`config.mk`:
```
export PLATFORM = sky130hd
export DESIGN_NAME = hand_frame_decoder
export DESIGN_NICKNAME = d
export VERILOG_FILES = /design/src/rtl/hand_link_pkg.sv /design/src/rtl/uart_byte_rx.sv /design/src/rtl/hand_frame_decoder.sv
export SDC_FILE = /design/constraint.sdc
export NUM_CORES = 1
export LEC_CHECK = 0
export ABC_AREA = 1
export BUFFER_PORTS_ARGS = -buffer_cell sky130_fd_sc_hd__buf_2
export CAP_MARGIN = 20
export CORE_AREA = 3 3 95 115
export CTS_BUF_LIST = sky130_fd_sc_hd__clkbuf_8
export DETAILED_ROUTE_END_ITERATION = 8
export DIE_AREA = 0 0 98 118
export GPL_TIMING_DRIVEN = 0
export PLACE_DENSITY = 0.91
export SETUP_SLACK_MARGIN = 0.4
export SYNTH_ARGS = -nofsm -noshare
export SYNTH_HDL_FRONTEND = slang
export SYNTH_SLANG_ARGS = --single-unit
```
`constraint.sdc`:
```
create_clock -name clk_in -period 2.04 [get_ports clk_in]
set_input_delay 0.408 -clock clk_in [delete_from_list [all_inputs] [get_ports clk_in]]
set_output_delay 0.408 -clock clk_in [all_outputs]
set_load 0.05 [all_outputs]
```
`src/rtl/hand_link_pkg.sv`:
```
// Shared definitions for the hand-coordinate UART link. The decoder and the peer
// transmitter both use this package.
package hand_link_pkg;

  localparam logic [7:0] SYNC_BYTE     = 8'hFF;
  localparam int         PAYLOAD_BYTES = 6;
  localparam int         COORD_W       = 12;

  typedef enum logic {
    ST_SYNC    = 1'b0,
    ST_PAYLOAD = 1'b1
  } hand_state_e;

  typedef enum logic [1:0] {
    RX_IDLE  = 2'd0,
    RX_START = 2'd1,
    RX_DATA  = 2'd2,
    RX_STOP  = 2'd3
  } rx_state_e;

  typedef struct packed {
    logic [COORD_W-1:0] x_top;
    logic [COORD_W-1:0] y_top;
    logic [COORD_W-1:0] x_bot;
    logic [COORD_W-1:0] y_bot;
  } hand_coords_t;

  // Byte 2 and byte 5 carry the low nibble of x and the high nibble of y.
  function automatic hand_coords_t unpack_payload(
    input logic [7:0] b0,
    input logic [7:0] b1,
    input logic [7:0] b2,
    input logic [7:0] b3,
    input logic [7:0] b4,
    input logic [7:0] b5
  );
    hand_coords_t c;
    c.x_top = {b0, b2[7:4]};
    c.y_top = {b2[3:0], b1};
    c.x_bot = {b3, b5[7:4]};
    c.y_bot = {b5[3:0], b4};
    return c;
  endfunction

endpackage

```
`src/rtl/uart_byte_rx.sv`:
```
// 8N1 UART byte receiver, LSB first. Emits a one-cycle byte_valid_out pulse with
// byte_err_out flagging a low stop bit.
module uart_byte_rx
  import hand_link_pkg::*;
#(
  parameter int CLKS_PER_BIT = 564
) (
  input  logic       clk_in,
  input  logic       rst_in_n,
  input  logic       rxd_in,
  output logic [7:0] byte_out,
  output logic       byte_valid_out,
  output logic       byte_err_out
);

  localparam int              CNT_W     = $clog2(CLKS_PER_BIT);
  localparam logic [CNT_W-1:0] HALF_LAST = CNT_W'(CLKS_PER_BIT / 2 - 1);
  localparam logic [CNT_W-1:0] FULL_LAST = CNT_W'(CLKS_PER_BIT - 1);

  logic             rx_meta_reg, rx_sync_reg, rx_prev_reg;
  rx_state_e        state_reg, state_next;
  logic [CNT_W-1:0] cnt_reg;
  logic [2:0]       bit_idx_reg;
  logic [7:0]       shift_reg, byte_reg;
  logic             valid_reg, err_reg;
  logic             start_edge, half_done, full_done;
  logic             cnt_clear, sample_data, finish_byte;

  assign start_edge = rx_prev_reg && !rx_sync_reg;
  assign half_done  = (cnt_reg == HALF_LAST);
  assign full_done  = (cnt_reg == FULL_LAST);

  always_ff @(posedge clk_in or negedge rst_in_n) begin
    if (!rst_in_n) begin
      state_reg <= RX_IDLE;
    end else begin
      state_reg <= state_next;
    end
  end

  always_comb begin
    state_next = state_reg;
    case (state_reg)
      RX_IDLE:  if (start_edge) state_next = RX_START;
      // A line that is high again at mid-start was a glitch, not a start bit.
      RX_START: if (half_done) state_next = rx_sync_reg ? RX_IDLE : RX_DATA;
      RX_DATA:  if (full_done && bit_idx_reg == 3'd7) state_next = RX_STOP;
      RX_STOP:  if (full_done) state_next = RX_IDLE;
      default:  state_next = RX_IDLE;
    endcase
  end

  always_comb begin
    cnt_clear   = 1'b0;
    sample_data = 1'b0;
    finish_byte = 1'b0;
    case (state_reg)
      RX_IDLE:  cnt_clear = 1'b1;
      RX_START: cnt_clear = half_done;
      RX_DATA: begin
        cnt_clear   = full_done;
        sample_data = full_done;
      end
      RX_STOP: begin
        cnt_clear   = full_done;
        finish_byte = full_done;
      end
      default:  cnt_clear = 1'b1;
    endcase
  end

  always_ff @(posedge clk_in or negedge rst_in_n) begin
    if (!rst_in_n) begin
      rx_meta_reg <= 1'b1;
      rx_sync_reg <= 1'b1;
      rx_prev_reg <= 1'b1;
      cnt_reg     <= '0;
      bit_idx_reg <= '0;
      shift_reg   <= '0;
      byte_reg    <= '0;
      valid_reg   <= 1'b0;
      err_reg     <= 1'b0;
    end else begin
      rx_meta_reg <= rxd_in;
      rx_sync_reg <= rx_meta_reg;
      rx_prev_reg <= rx_sync_reg;
      cnt_reg     <= cnt_clear ? '0 : cnt_reg + CNT_W'(1);
      valid_reg   <= finish_byte;
      if (state_reg != RX_DATA) begin
        bit_idx_reg <= '0;
      end else if (sample_data) begin
        bit_idx_reg <= bit_idx_reg + 3'd1;
      end
      if (sample_data) begin
        shift_reg <= {rx_sync_reg, shift_reg[7:1]};
      end
      if (finish_byte) begin
        byte_reg <= shift_reg;
        err_reg  <= !rx_sync_reg;
      end
    end
  end

  assign byte_out       = byte_reg;
  assign byte_valid_out = valid_reg;
  assign byte_err_out   = err_reg;

endmodule

```
`src/rtl/hand_frame_decoder.sv`:
```
// Decodes SYNC_LEN x 0xFF + 6-byte hand-coordinate frames from the camera board UART.
// Define HAND_RX_TIMEOUT_EN to abort a frame whose payload stalls for TIMEOUT_CYC cycles.
module hand_frame_decoder
  import hand_link_pkg::*;
#(
  parameter int CLKS_PER_BIT = 564,
  parameter int SYNC_LEN     = 3,
  parameter int TIMEOUT_CYC  = 65000
) (
  input  logic               clk_in,
  input  logic               rst_in_n,
  input  logic               rxd_in,
  output logic [COORD_W-1:0] hand_x_top_out,
  output logic [COORD_W-1:0] hand_y_top_out,
  output logic [COORD_W-1:0] hand_x_bottom_out,
  output logic [COORD_W-1:0] hand_y_bottom_out,
  output logic               frame_valid_out,
  output logic               frame_err_out,
  output logic [7:0]         err_count_out
);

  localparam int FF_W  = $clog2(SYNC_LEN + 1);
  localparam int IDX_W = $clog2(PAYLOAD_BYTES);

  logic [7:0]       rx_byte;
  logic             rx_valid, rx_err;

  hand_state_e      state_reg, state_next;
  logic [FF_W-1:0]  ff_cnt_reg, ff_cnt_next;
  logic [IDX_W-1:0] idx_reg, idx_next;
  logic [7:0]       payload_reg [PAYLOAD_BYTES-1];
  hand_coords_t     coords_reg;
  logic             frame_valid_reg, frame_err_reg;
  logic [7:0]       err_count_reg;

  logic             is_sync_byte, header_done, last_byte, timeout_hit, abort;
  logic             store_en, frame_done, abort_evt;

  uart_byte_rx #(
    .CLKS_PER_BIT (CLKS_PER_BIT)
  ) u_rx (
    .clk_in         (clk_in),
    .rst_in_n       (rst_in_n),
    .rxd_in         (rxd_in),
    .byte_out       (rx_byte),
    .byte_valid_out (rx_valid),
    .byte_err_out   (rx_err)
  );

  assign is_sync_byte = (rx_byte == SYNC_BYTE);
  assign header_done  = (ff_cnt_reg == FF_W'(SYNC_LEN));
  assign last_byte    = (idx_reg == IDX_W'(PAYLOAD_BYTES - 1));

`ifdef HAND_RX_TIMEOUT_EN
  localparam int TO_W = $clog2(TIMEOUT_CYC + 1);
  logic [TO_W-1:0] idle_cnt_reg;

  assign timeout_hit = (state_reg == ST_PAYLOAD) && (idle_cnt_reg == TO_W'(TIMEOUT_CYC));

  always_ff @(posedge clk_in or negedge rst_in_n) begin
    if (!rst_in_n) begin
      idle_cnt_reg <= '0;
    end else if (state_reg != ST_PAYLOAD || rx_valid) begin
      idle_cnt_reg <= '0;
    end else if (!timeout_hit) begin
      idle_cnt_reg <= idle_cnt_reg + TO_W'(1);
    end
  end
`else
  assign timeout_hit = 1'b0;
`endif

  // Abort wins over a byte arriving in the same cycle; that byte is dropped.
  assign abort = (state_reg == ST_PAYLOAD) && ((rx_valid && rx_err) || timeout_hit);

  always_ff @(posedge clk_in or negedge rst_in_n) begin
    if (!rst_in_n) begin
      state_reg  <= ST_SYNC;
      ff_cnt_reg <= '0;
      idx_reg    <= '0;
    end else begin
      state_reg  <= state_next;
      ff_cnt_reg <= ff_cnt_next;
      idx_reg    <= idx_next;
    end
  end

  always_comb begin
    state_next = state_reg;
    case (state_reg)
      ST_SYNC: begin
        if (rx_valid && !rx_err && !is_sync_byte && header_done) state_next = ST_PAYLOAD;
      end
      ST_PAYLOAD: begin
        if (abort || (rx_valid && last_byte)) state_next = ST_SYNC;
      end
      default: state_next = ST_SYNC;
    endcase
  end

  always_comb begin
    ff_cnt_next = ff_cnt_reg;
    idx_next    = idx_reg;
    store_en    = 1'b0;
    frame_done  = 1'b0;
    abort_evt   = 1'b0;
    case (state_reg)
      ST_SYNC: begin
        if (rx_valid) begin
          if (rx_err) begin
            ff_cnt_next = '0;
          end else if (is_sync_byte) begin
            if (!header_done) ff_cnt_next = ff_cnt_reg + FF_W'(1);
          end else if (header_done) begin
            store_en    = 1'b1;
            idx_next    = IDX_W'(1);
            ff_cnt_next = '0;
          end else begin
            ff_cnt_next = '0;
          end
        end
      end
      ST_PAYLOAD: begin
        if (abort) begin
          abort_evt   = 1'b1;
          idx_next    = '0;
          ff_cnt_next = '0;
        end else if (rx_valid) begin
          store_en = 1'b1;
          if (last_byte) begin
            frame_done = 1'b1;
            idx_next   = '0;
          end else begin
            idx_next = idx_reg + IDX_W'(1);
          end
        end
      end
      default: begin
        idx_next    = '0;
        ff_cnt_next = '0;
      end
    endcase
  end

  // The final payload byte is taken straight from the receiver, so only five are held.
  genvar gi;
  generate
    for (gi = 0; gi < PAYLOAD_BYTES - 1; gi++) begin : g_payload
      always_ff @(posedge clk_in or negedge rst_in_n) begin
        if (!rst_in_n) begin
          payload_reg[gi] <= '0;
        end else if (store_en && idx_reg == IDX_W'(gi)) begin
          payload_reg[gi] <= rx_byte;
        end
      end
    end
  endgenerate

  always_ff @(posedge clk_in or negedge rst_in_n) begin
    if (!rst_in_n) begin
      coords_reg      <= '0;
      frame_valid_reg <= 1'b0;
      frame_err_reg   <= 1'b0;
      err_count_reg   <= '0;
    end else begin
      frame_valid_reg <= frame_done;
      frame_err_reg   <= abort_evt;
      if (frame_done) begin
        coords_reg <= unpack_payload(payload_reg[0], payload_reg[1], payload_reg[2],
                                     payload_reg[3], payload_reg[4], rx_byte);
      end
      if (abort_evt && err_count_reg != 8'hFF) begin
        err_count_reg <= err_count_reg + 8'd1;
      end
    end
  end

  assign hand_x_top_out    = coords_reg.x_top;
  assign hand_y_top_out    = coords_reg.y_top;
  assign hand_x_bottom_out = coords_reg.x_bot;
  assign hand_y_bottom_out = coords_reg.y_bot;
  assign frame_valid_out   = frame_valid_reg;
  assign frame_err_out     = frame_err_reg;
  assign err_count_out     = err_count_reg;

endmodule
```
==> results.toml, run 1 <==
[outcome]
status = "complete, no violations"

[cells_and_area]
mostFrequentLayoutCells = "257 x nand2_1, 129 x dfrtp_1, 63 x buf_2, 61 x o21ai_0, 58 x nand3_1"
num-nets-final = 771
area_growth_pct = 17.2
largest_reg_flops = 40
utilization = 0.704
drive_above_1_share = 0.195
layout_commonest_cell = "nand2_1"
fill_cells = 694
diodes = 0

[timing]
fin_crit_ns = 1.58
max_freq_ghz = 0.634
slew_headroom = 0.686
finalWorstSetupSlack_ns = 0.463
slew_viol_final = 0
clock-skew-final_ns = 0.00849
final_hold_viol_count = 0
fin_crit_sh = 0.773
finalSetupViolations = 0
worstMarginPinSlew_ns = 0.470
rsz0062_at_grt = "true"

[route]
remaining_drc_errors = 0
post_drt_wl_per_cell_um = 15.8
via_count = 5055
finalWirelength_mm = 14.2
first_pass_iters = 6
ant_nets = 0
routed_via_density = 5.62
drtIter0Drc = 487

[floorplan]
dieArea_mm2 = 0.0116
fp-row-count = 40
coreArea_mm2 = 0.00996
initial_utilization = 0.601
dieHeight_um = 118
io_pins = 61
die_x_um = 98

[grt]
antenna_found_initial = 0
grt_pass1_wl_mm = 23.7
grt_overflow = 0
grt_usage = 0.253
first_global_vias = 5068
grt_max_degree = 91

[worst_setup_path]
cp_data_required_time_ns = 1.63
critical_path.top_delay_family = "flip-flops"
crit_start = "err_count_out[3]"
r2r_slack_ns = 0.47
slowest_delay_ns = 0.43
crit_path_cell_trace = "buf_2"
end_kind = "primary output"
critPathBufInv = 1
cp_slowest_cell = "dfrtp_1"
r2r-end = "payload_reg[35]"
crit_type = "reg -> out"
r2r_start = "u_rx.byte_out[0]"
ff2ff_path_depth = 8
arrival_ns = 1.17
start_kind = "flop"
cp.depth = 1
crit_fanout = 5

[run]
cap_violations = 0

[min_path]
min_path_cells = 1
hp-start = "rxd_in"
hold_class = "in -> reg"
holdPathEnd = "u_rx.rx_meta_reg"

[clocking]
clkTransAtPathRegs_ns = 0.08
clockBufferDepth = 2
cts_tree = "built"
numCtsBuffers = 17
htree_levels = 4
cts.sinks = 140
clk_latency_ns = 0.45
clockRootBuffer = "clkbuf_8"

[placement]
dpl.hpwl_mm = 9.23
portBuffers = 60
routabilityCongestion = 0.835
dpl_worst_slack_ns = 0.351

[synth]
ys_seq_area_frac = 0.586
yosysWarnings = 0
synth_area_mm2 = 0.00598
synth.net_count = 685
ys_seq_elements = 140
syn_area_per_cell_um2 = 8.86
synth_cells = 675
synth.distinct_cells = 30

[power_and_ir_drop]
leakage_nw = 3.88
powerDensity_mw_per_mm2 = 791
ir_drop_v = 0.000459
-- worst max path at each step --
stage / slack, ns / end
4_1_cts: 0.40 / hand_y_top_out[8]
2_1_floorplan: 0.45 / err_count_out[6]
3_3_place_gp: -1.40 / err_count_out[1]
5_1_grt: 0.38 / payload_reg[23]
6_report: 0.46 / err_count_out[3]
3_5_place_dp: 0.35 / u_rx.cnt_reg[7]
-- layer usage --
metal | GRT usage | share of wire
met1 | 0.297 | 0.38
met2 | 0.445 | 0.53
met3 | 0.0587 | 0.060
met4 | 0.103 | 0.030
met5 | 0 | 0
-- cell type report --
type	count	area (um2)	share of cell area
plain buffers	23	156	0.0223
clock buffers	20	275	0.0393
clock inverters	12	144	0.0205
inverters	41	158	0.0225
multi-input cells	471	2220	0.317
flip-flops and latches	140	3520	0.502
well taps	126	158	0.0225
repair buffers	67	382	0.0544
-- cell families (layout without fill, tap and decap cells) --
logic type | count (synthesis) | after routing | synth area share
AND/OR/NAND/NOR | 379 | 379 | 0.269
flip-flops | 140 | 140 | 0.586
AO/OA/AOI/OAI | 73 | 73 | 0.0611
buffers and inverters | 64 | 163 | 0.0510
XOR/XNOR | 12 | 12 | 0.0176
adder cells (fa/ha/maj) | 7 | 7 | 0.0146
-- synthesized netlist by cell type --
cell        n  area, um2
a21oi_1    11       55.1
buf_1       1       3.75
buf_2       4       20.0
buf_4       4       30.0
buf_6       6       67.6
clkbuf_1    8       30.0
clkinv_1    2       7.51
dfrtp_1   137       3430
dfstp_2     3       78.8
ha_1        7       87.6
inv_1      37        139
inv_2       2       7.51
nand2_1   258        968
nand2_2     8       50.1
nand2_4     2       22.5
nand3_1    58        290
nand3_2     2       20.0
nand3b_1    2       15.0
nand4_1     2       12.5
nor2_1     34        128
nor2_2      3       18.8
nor2_4      1       11.3
nor3_1      5       25.0
nor3_2      1       10.0
nor3_4      2       32.5
o21ai_0    61        305
o21ai_1     1       5.00
or2_1       1       6.26
xnor2_1     4       35.0
xor2_1      8       70.1
-- where the power goes --
group / switching, W / internal [W] / total (W) / leakage [nW]
registers: 0.0000639 / 0.00283 / 0.00289 / 1.93
clock network: 0.00105 / 0.00129 / 0.00235 / 0.214
logic: 0.000218 / 0.0000921 / 0.000310 / 1.74
total: 0.00133 / 0.00421 / 0.00555 / 3.88
-- stage by stage --
stage	std cells	power [W]	area [um2]	hold WS, ns	TNS [ns]
2_1_floorplan	675	0.00310	5980	0.112	0
6_report	900	0.00555	7010	0.0561	0
3_3_place_gp	861	0.00319	6440	0.346	-159.79
4_1_cts	897	0.00555	6930	0.0337	0
3_5_place_dp	862	0.00323	6470	0.351	0
5_1_grt	900	0.00575	7010	0.0353	0
-- timing repair --
action,in CTS,in global routing
pin swaps,1,2
hold buffers,1,0
resized for setup,4,18
setup endpoints to repair,22,95
hold endpoints to repair,47,0
setup buffers,2,3
No activity file was read; power rests on OpenSTA's default activity.
==> inputs of run 2 (changes only) <==
--- a/config.mk
+++ b/config.mk
@@ -8,12 +8,12 @@
 export ABC_AREA = 1
 export BUFFER_PORTS_ARGS = -buffer_cell sky130_fd_sc_hd__buf_2
 export CAP_MARGIN = 20
-export CORE_AREA = 3 3 95 115
+export CORE_AREA = 3 3 100 121
 export CTS_BUF_LIST = sky130_fd_sc_hd__clkbuf_8
 export DETAILED_ROUTE_END_ITERATION = 8
-export DIE_AREA = 0 0 98 118
+export DIE_AREA = 0 0 103 124
 export GPL_TIMING_DRIVEN = 0
-export PLACE_DENSITY = 0.91
+export PLACE_DENSITY = 0.86
 export SETUP_SLACK_MARGIN = 0.4
 export SYNTH_ARGS = -nofsm -noshare
 export SYNTH_HDL_FRONTEND = slang
==> constraint.sdc (replaced) <==
create_clock -name clk_in -period 1.28 [get_ports clk_in]
set_input_delay 0.256 -clock clk_in [delete_from_list [all_inputs] [get_ports clk_in]]
set_output_delay 0.256 -clock clk_in [all_outputs]
set_load 0.05 [all_outputs]
==> results.toml, run 2 (same netlist as run 1, synthesis figures left out) <==
[outcome]
status = "complete, but fails checks"
violations = "negative hold slack, negative setup slack"

[floorplan]
initial_utilization = 0.542
coreArea_mm2 = 0.0110
die_x_um = 103
io_pins = 61
dieArea_mm2 = 0.0128
dieHeight_um = 124
fp-row-count = 42

[timing]
rsz0062_at_grt = "true"
finalSetupViolations = 189
clock-skew-final_ns = 0.0161
slew_viol_final = 0
fin_crit_sh = 1.31
finalWorstSetupSlack_ns = -0.393
slew_headroom = 0.645
setup_tns_ns = -35.53
fin_crit_ns = 1.67
final_hold_viol_count = 48
worstMarginPinSlew_ns = 0.532
whs_ns = -0.285
max_freq_ghz = 0.598

[power_and_ir_drop]
p_sw_w = 0.00282
clockPowerShare = 0.449
p_sw_frac = 0.275
internal-power_w = 0.00742
leakage_nw = 5.18
ir_drop_v = 0.00135
p_seq_frac = 0.452
powerDensity_mw_per_mm2 = 1000
combPwrFrac = 0.098

[clocking]
clk_latency_ns = 0.48
clkTransAtPathRegs_ns = 0.10
clockRootBuffer = "clkbuf_8"
cts_tree = "built"
ctsHoldBuffers = 1
numCtsBuffers = 17
clockBufferDepth = 2
htree_levels = 4
cts.sinks = 140

[grt]
first_global_vias = 6285
grt_pass1_wl_mm = 33.1
grt_usage = 0.348
antenna_found_initial = 2
grt_overflow = 0
grt_max_degree = 90

[route]
drtIter0Drc = 966
ant_nets = 0
top_layer = "met5"
finalWirelength_mm = 30.0
wl_met3_mm = 3.63
first_pass_iters = 6
routed_via_density = 6.70
remaining_drc_errors = 0
met1_length_mm = 9.61
post_drt_wl_per_cell_um = 28.9
via_count = 6952
route.met2.wl_mm = 13.6

[worst_setup_path]
r2r_start = "u_rx.byte_err_out"
critPathBufInv = 3
r2r_slack_ns = -0.39
end_kind = "flop"
r2r-end = "payload_reg[0]"
slowest_delay_ns = 0.41
ff2ff_path_depth = 8
cp.depth = 8
endpoint = "payload_reg[0]"
arrival_ns = 2.04
crit_path_cell_trace = "inv_2 -> nand3_4 -> buf_8 -> buf_12 -> nand2_8 -> nand2_8 -> nand2_1 -> nand2_1"
critical_path.top_delay_family = "simple AND/OR/NAND/NOR gates"
crit_fanout = 8
cp_slowest_cell = "dfrtp_1"
crit_start = "u_rx.byte_err_out"
start_kind = "flop"
cp_data_required_time_ns = 1.64
crit_type = "reg -> reg"

[cells_and_area]
seqCellArea_mm2 = 0.00354
num-nets-final = 901
largest_reg_flops = 40
utilization = 0.927
drive_above_1_share = 0.618
layout_commonest_cell = "dfrtp_1"
area_growth_pct = 71.0
fin_cells = 1037
mostFrequentLayoutCells = "114 x dfrtp_1, 109 x nand2_2, 106 x nand2_1, 93 x buf_4, 90 x buf_6"
multiInputGateArea_mm2 = 0.00352
fill_cells = 279

[placement]
dpl.hpwl_mm = 9.10
dpl_worst_slack_ns = -0.335
portBuffers = 60
routabilityCongestion = 0.840
placedCellCount = 868

[run]
cap_violations = 0

[min_path]
hold_class = "in -> async"
-- run 2: cell type report --
type	count	area share
Antenna cell	1	0.000245
Buffer	23	0.0289
Clock buffer	19	0.0256
Clock inverter	13	0.0217
Inverter	41	0.0185
Multi-Input combinational cell	472	0.344
Sequential cell	140	0.346
Tap cell	132	0.0162
Timing Repair Buffer	195	0.198
Timing Repair inverter	1	0.000856
-- run 2: worst min path at each step --
stage / start / to / slack (ns)
finish: rst_in_n / payload_reg[20] / -0.29
global route: rst_in_n / payload_reg[20] / -0.27
CTS: rst_in_n / hand_x_top_out[0] / -0.24
detailed placement: rst_in_n / payload_reg[17] / 0.24
global placement: u_rx.rx_meta_reg / u_rx.rx_sync_reg / 0.35
floorplan: rst_in_n / async pin / -0.04
-- run 2: stage by stage --
step           cell area (um2)  total power [W]  hold WS [ns]
5_1_grt                  10200           0.0104        -0.267
6_report                 10200           0.0102        -0.285
3_5_place_dp              6630          0.00515         0.236
2_1_floorplan             6130          0.00496       -0.0396
3_3_place_gp              6590          0.00510         0.347
4_1_cts                   9080          0.00959        -0.235
-- run 2: repair_timing --
item,4_1_cts,5_1_grt
buffers inserted,82,40
pin swaps,51,61
setup endpoints to repair,195,195
hold endpoints to repair,49,48
cloned,12,1
resized for setup,350,248
-- run 2: power groups by stage --
stage	clock network, W	logic, W	registers, W
after floorplan	0	0.000286	0.00467
after global placement	0	0.000415	0.00469
after detailed placement	0	0.000453	0.00470
after CTS	0.00431	0.000677	0.00460
after global routing	0.00475	0.00105	0.00464
final	0.00460	0.00101	0.00463
-- run 2: per-layer routing --
layer	track usage	up-vias
met3	0.0885	299
li1	-	2595
met2	0.581	755
met1	0.390	3299
met4	0.227	4
met5	0	-
